**config.mk**
```make
export PLATFORM = sky130hd
export DESIGN_NAME = flash_burst_reader
export DESIGN_NICKNAME = d
export VERILOG_FILES = /design/src/rtl/flash_burst_reader.sv
export SDC_FILE = /design/constraint.sdc
export NUM_CORES = 1
export LEC_CHECK = 0
export CAP_MARGIN = 25
export CORE_UTILIZATION = 49
export CTS_CLUSTER_SIZE = 16
export DETAILED_ROUTE_END_ITERATION = 7
export PLACE_DENSITY_LB_ADDON = 0.2
export SLEW_MARGIN = 20
export SYNTH_ARGS = -nofsm -noshare
export SYNTH_HDL_FRONTEND = slang
export SYNTH_SLANG_ARGS = --single-unit
```
**constraint.sdc**
```tcl
create_clock -name clk -period 2.1 [get_ports clk]
set_clock_uncertainty 0.05 [all_clocks]
set_input_delay 0.21 -clock clk [delete_from_list [all_inputs] [get_ports clk]]
set_output_delay 0.21 -clock clk [all_outputs]
set_load 0.05 [all_outputs]
```
**src/rtl/flash_burst_reader.sv**
```systemverilog
// rtl/flash_burst_reader.sv - burst sequencer turning spi_master 32-bit reads into a byte stream.
// Optional: define FLASH_BURST_READER_CHECKSUM_EN to add the per-burst checksum output.
module flash_burst_reader #(
  parameter int LEN_WIDTH  = 16,
  parameter int WAKE_DELAY = 0
) (
  input  logic                 clk,
  input  logic                 reset,
  input  logic                 start,
  input  logic [23:0]          start_addr,
  input  logic [LEN_WIDTH-1:0] byte_count,
  output logic                 busy,
  output logic                 done,
  input  logic                 spi_addr_buffer_free,
  output logic                 spi_addr_en,
  output logic [23:0]          spi_addr_data,
  input  logic                 spi_rd_data_available,
  output logic                 spi_rd_ack,
  input  logic [31:0]          spi_rd_data,
`ifdef FLASH_BURST_READER_CHECKSUM_EN
  output logic [7:0]           checksum,
`endif
  output logic                 out_valid,
  input  logic                 out_ready,
  output logic [7:0]           out_data
);

  localparam int WW = (WAKE_DELAY > 1) ? $clog2(WAKE_DELAY) : 1;
  localparam logic [WW-1:0] WAKE_LAST = WW'((WAKE_DELAY > 0) ? WAKE_DELAY - 1 : 0);

  typedef enum logic [2:0] {IDLE, WAKE, REQ, WAIT_DATA, EMIT, FINISH} state_t;

  state_t               state, state_next;
  logic [23:0]          cur_addr;
  logic [LEN_WIDTH-1:0] remaining;
  logic [31:0]          word;
  logic [1:0]           idx;
  logic [WW-1:0]        wake_cnt;
  logic                 last_byte;

  assign last_byte = (remaining == LEN_WIDTH'(1));

  always_ff @(posedge clk) begin
    if (reset) state <= IDLE;
    else       state <= state_next;
  end

  always_comb begin
    state_next = state;
    case (state)
      IDLE: begin
        if (start) begin
          if (byte_count == '0)   state_next = FINISH;
          else if (WAKE_DELAY > 0) state_next = WAKE;
          else                     state_next = REQ;
        end
      end
      WAKE:      if (wake_cnt == WAKE_LAST) state_next = REQ;
      REQ:       if (spi_addr_buffer_free) state_next = WAIT_DATA;
      WAIT_DATA: if (spi_rd_data_available) state_next = EMIT;
      EMIT: begin
        if (out_ready) begin
          if (last_byte)        state_next = FINISH;
          else if (idx == 2'd3) state_next = REQ;
        end
      end
      FINISH:    state_next = IDLE;
      default:   state_next = IDLE;
    endcase
  end

  always_ff @(posedge clk) begin
    if (reset) begin
      cur_addr  <= '0;
      remaining <= '0;
      word      <= '0;
      idx       <= '0;
      wake_cnt  <= '0;
    end else begin
      case (state)
        IDLE: begin
          if (start) begin
            cur_addr  <= start_addr;
            remaining <= byte_count;
            wake_cnt  <= '0;
          end
        end
        WAKE: wake_cnt <= wake_cnt + 1'b1;
        WAIT_DATA: begin
          if (spi_rd_data_available) begin
            word <= spi_rd_data;
            idx  <= 2'd0;
          end
        end
        EMIT: begin
          if (out_ready) begin
            remaining <= remaining - 1'b1;
            idx       <= idx + 2'd1;
            // 24-bit add wraps naturally past the top of the flash map
            if (!last_byte && idx == 2'd3) cur_addr <= cur_addr + 24'd4;
          end
        end
        default: ;
      endcase
    end
  end

`ifdef FLASH_BURST_READER_CHECKSUM_EN
  always_ff @(posedge clk) begin
    if (reset)                                checksum <= '0;
    else if (state == IDLE && start)          checksum <= '0;
    else if (state == EMIT && out_ready)      checksum <= checksum + out_data;
  end
`endif

  // Pulses are gated by reset so a mid-burst reset never leaks an en/ack.
  always_comb begin
    busy          = (state != IDLE);
    done          = (state == FINISH);
    spi_addr_en   = (state == REQ) && spi_addr_buffer_free && !reset;
    spi_addr_data = cur_addr;
    spi_rd_ack    = (state == WAIT_DATA) && spi_rd_data_available && !reset;
    out_valid     = (state == EMIT);
    out_data      = 8'd0;
    if (state == EMIT) begin
      case (idx)
        2'd0:    out_data = word[31:24];
        2'd1:    out_data = word[23:16];
        2'd2:    out_data = word[15:8];
        default: out_data = word[7:0];
      endcase
    end
  end

endmodule
```
Word-level counts from Yosys, hierarchy flattened
Index checks and enable logic that the tools add are counted.
W data, S select, Z words.
{"block": "totals", "ff_bits": 78, "inputBits": 78, "output_inout_bits": 37, "wordCells": 69}
{"block": "classes", "add_sub_neg": 4, "n_eq_ne": 16, "n_mux": 23, "n_reduce_logical": 20}
{"operator": "$mux W24", "n": 3}
{"operator": "$pmux W24 S2", "n": 1}
{"operator": "$mux W16", "n": 2}
{"operator": "$pmux W16 S2", "n": 1}
{"operator": "$add A24 B3 Y24 const B", "n": 1}
{"operator": "$mux W3", "n": 8}
{"operator": "$pmux W8 S3", "n": 1}
{"operator": "$eq A16 B1 Y1 const B", "n": 1}
{"operator": "$logic_not A16 Y1", "n": 1}
{"operator": "$sub A16 B1 Y16 const B", "n": 1}
{"operator": "$pmux W3 S5", "n": 1}
{"operator": "$mux W8", "n": 1}
{"operator": "$ne A2 B2 Y1 const B", "n": 4}
{"operator": "$eq A3 B2 Y1 const B", "n": 2}
{"operator": "$eq A3 B3 Y1 const B", "n": 2}
{"operator": "$reduce_and A3 Y1", "n": 2}
{"operator": "$reduce_and A6 Y1", "n": 1}
{"operator": "$reduce_bool A2 Y1", "n": 3}
{"operator": "$logic_and A1 B1 Y1", "n": 5}
{"operator": "$eq A2 B2 Y1 const B", "n": 2}
{"operator": "$mux W2", "n": 2}
{"operator": "$ne A2 B1 Y1 const B", "n": 2}
{"operator": "$pmux W2 S2", "n": 1}
{"operator": "$reduce_and A2 Y1", "n": 2}
{"operator": "other kinds (12)", "n": 13}

Longest topological paths before layout
{"block": "depth", "depth_word": 6, "ltp_mapped": 8}

Worst setup path after synthesis
Ideal clock, no wire load.
{"block": "synth_timing", "path_kind": "flip-flop to output port", "start": "register state[2]", "end": "output port spi_addr_en", "arrival_ns": 2.209, "t_required_ns": 1.840, "path_slack_ns": -0.369, "stages_incl_launch_ff": 4, "path_buffers": 2, "cell_sequence": "dfxtp_1 clkbuf_1 clkbuf_1 nor4_1"}
{"block": "synth_via", "elab_chain_cells": 3}
{"element": "start: declaration", "line_no": "33", "rtl": "state_t state, state_next;"}
{"element": "start signal: assignment", "line_no": "45", "rtl": "else state <= state_next;"}
{"element": "$eq A3 B2 Y1", "line_no": "120", "rtl": "spi_addr_en = (state == REQ) && spi_addr_buffer_free && !reset;"}
{"element": "$logic_and A1 B1 Y1 (2 in a row)", "line_no": "120"}
{"element": "end: declaration", "line_no": "15", "rtl": "output logic spi_addr_en,"}
No other way between the ends.

Final worst setup path
{"block": "layout_timing", "start": "register idx[1]", "end": "output port out_data[2]"}
{"block": "layout_via", "elab_chain_cells": 3, "elab_cells_between_ends": 5, "cone_classes": "2 x eq/ne; 2 x mux; 1 x reduce/logical"}
{"element": "start: declaration", "line_no": "37", "rtl": "logic [1:0] idx;"}
{"element": "start signal: assignment", "line_no": "98", "rtl": "idx <= idx + 2'd1;"}
{"element": "$eq A2 B2 Y1, or another cell as far along", "line_no": "126", "rtl": "case (idx)"}
{"element": "$pmux W8 S3 (*)", "line_no": "126"}
{"element": "$mux W8 (*)", "line_no": "125", "rtl": "if (state == EMIT) begin"}
{"element": "end: declaration", "line_no": "25", "rtl": "output logic [7:0] out_data"}
Every way passes the cells marked *; elsewhere a longest branch is shown, timed or not.

==> impl_metrics.ini <==
[clock_tree]
hold_buffers = 0
cts-root-buf = clkbuf_8
ctsLongestPathBuffers = 2
cts_tree = built
clkLatencyLatePin_ns = 0.36
cts-buffers-inserted = 9
path_clk_slew_ns = 0.09
htree_levels = 3
clock_sinks = 78

[floorplanning]
ios = 115
core_mm2 = 0.00830
die_w_um = 95.1
rows = 33
start_util = 0.512
fp.dieH_um = 95.1
die_area_mm2 = 0.00904

[worst_setup_path]
crit_path_max_fanout = 8
critical_path_required_ns = 1.84
end_kind = output pin
reg2reg_slack_ns = 0.06
r2r_cells = 6
regToRegStartpoint = remaining[0]
path_class = flip-flop to output pin
critPathLaunchType = flip-flop
r2r-end = spi_addr_data[22]
cp.arrival_ns = 1.81

[final_layout]
final_common_cell = clkdlybuf4s50_1
layout_common_cells = clkdlybuf4s50_1, nand2_1, a21oi_1, dfxtp_1, nor2_1
nFillCells = 673
diodes = 0
area_delta_synth_final_pct = 40.9
utilization = 0.721
drive_gt1_frac = 0.145
layout.nets = 764

[synth]
synth_cells = 573
ys.flop_type = dfxtp_1
synth_edf_count = 0
synth_area_mm2 = 0.00425
postSynthAreaPerCell_um2 = 7.41
syn_nets = 658
ys_async_sr_fraction = 0
ys_types = 60
synth-seq-area-share = 0.368
yosysWarnings = 0
ys_seq_elements = 78

[global_routing]
grt_pass1_vias = 4451
antenna_found_initial = 0
grt_first_pass_wirelength_mm = 20.5
grt_start_max_net_pins = 53
track_usage = 0.291
grt-ovfl-total = 0

[detailed_routing]
firstDrtPassIters = 8
avgRoutedWirePerCell_um = 16.2
ant_nets = 0
vias = 4711
vias_per_cell = 5.97
drt_iter0_markers = 357
drt_wl_total_mm = 12.8
drcViolationCount = 0

[sta]
finalSetupViolations = 0
finalMaxSlewViolations = 0
finalCriticalPeriod_ns = 2.07
tightest_slew_ns = 0.566
max_slew_margin = 0.622
rsz0062_at_grt = true
fmax_mhz = 484
finalHoldViolCount = 0
min_period_over_period = 0.983

[placed_design]
place.port_buffers = 114
hpwlAfterDp_mm = 8.95
place.gp.congestion = 0.927

[power]
leakage_nw = 2.08
powerDensity_mw_per_mm2 = 705
ir_worst_vdd_v = 0.000324
finalPower_mw = 4.22

[worst_hold_path]
hold_path.class = input port to flip-flop
hold_end = spi_addr_data[21]
worstHoldPathCells = 2
hold_path_startpoint = reset

[run]
maxCapViolCount = 0

[run_status]
status = complete, no violations
==> final cells by class <==
cell class              instances  area [um2]  area share
well taps                     105         131      0.0220
repair buffers                138        1490       0.249
flip-flops and latches         78        1570       0.263
clock inverters                 7        63.8      0.0107
multi-input cells             440        2540       0.425
clock buffers                   9         124      0.0207
inverters                      12        57.6     0.00962
==> cell families (layout without fill, tap and decap cells) <==
kind of cell             Yosys count  in the layout  share of synthesized area
multiplexers                       3              3                    0.00707
adder cells (fa/ha/maj)            7              7                     0.0206
flip-flops                        78             78                      0.368
buffers and inverters             56            166                     0.0566
AO/OA/AOI/OAI                    189            190                      0.280
XOR/XNOR                           1              1                    0.00206
AND/OR/NAND/NOR                  239            239                      0.266
==> metrics by stage <==
step                area (um2)  instances  hold WS [ns]  setup slack, ns  setup TNS [ns]
floorplan                 4260        573         0.296          -0.0710          -0.620
global placement          5670        772         0.395            0.110               0
detailed placement        5670        772         0.400            0.124               0
CTS                       5930        788         0.186       -0.0000239      -0.0000239
global route              5980        789         0.219          -0.0796          -0.268
finish                    5980        789         0.221           0.0348               0
==> registers in the layout, summed over array words and instances, names as in the netlist <==
name           flops
wake_cnt           1
remaining         16
state              3
spi_addr_data     24
word              32
idx                2
==> how the worst max path moves through the flow <==
stage	cells past startpoint	slack (ns)	start	to
floorplan	5	-0.07	state[0]	out_data[0]
global placement	6	0.11	remaining[0]	state[0]
detailed placement	6	0.12	state[2]	spi_addr_data[8]
CTS	7	-0.00002	idx[1]	out_data[1]
global route	7	-0.08	idx[0]	out_data[4]
finish	7	0.03	idx[1]	out_data[2]
==> power by group <==
group / switching [mW] / total, mW / internal, mW / leakage [nW]
logic: 0.775 / 1.36 / 0.586 / 1.34
registers: 0.144 / 1.76 / 1.61 / 0.640
clock network: 0.645 / 1.10 / 0.457 / 0.0967
total: 1.56 / 4.22 / 2.66 / 2.08
==> worst max-delay path, cell delays in order (launching register included) <==
cell,delay (ns)
dfxtp_4,0.40
inv_6,0.05
ha_4,0.18
a222oi_1,0.35
nor2_1,0.11
a21oi_2,0.13
nor2_2,0.06
buf_12,0.15
==> timing repair <==
action	4_1_cts	5_1_grt
gates cloned	0	1
resized for setup	22	14
pin swaps	1	6
endpoints found under the setup margin	9	19
setup buffers	0	0
==> routing by layer <==
layer,part of all wire,global-route usage,vias to the layer above
met5,0,0,-
met4,0.027,0.136,0
met3,0.064,0.0526,31
met2,0.50,0.499,207
met1,0.41,0.351,2183
li1,-,-,2290
==> cells in the mapped netlist, types with 4 or more instances <==
library cell / number / share of area
a31oi_1: 4 / 0.0059
nor3_1: 11 / 0.013
a31o_2: 4 / 0.0083
a211oi_1: 14 / 0.025
clkbuf_1: 34 / 0.030
nor4_1: 11 / 0.016
a222oi_1: 8 / 0.019
a21oi_1: 85 / 0.10
nor2_1: 60 / 0.053
nand2b_1: 6 / 0.0088
nand4_1: 9 / 0.013
o22ai_1: 6 / 0.0088
o32ai_1: 4 / 0.0083
a311oi_1: 4 / 0.0083
a21o_1: 6 / 0.011
ha_1: 7 / 0.021
o21ai_0: 31 / 0.037
nand3_1: 21 / 0.025
nand2_1: 89 / 0.079
buf_2: 5 / 0.0059
inv_1: 11 / 0.0097
dfxtp_1: 78 / 0.37
and3_1: 7 / 0.010
Power figures use the tool's default switching activity.
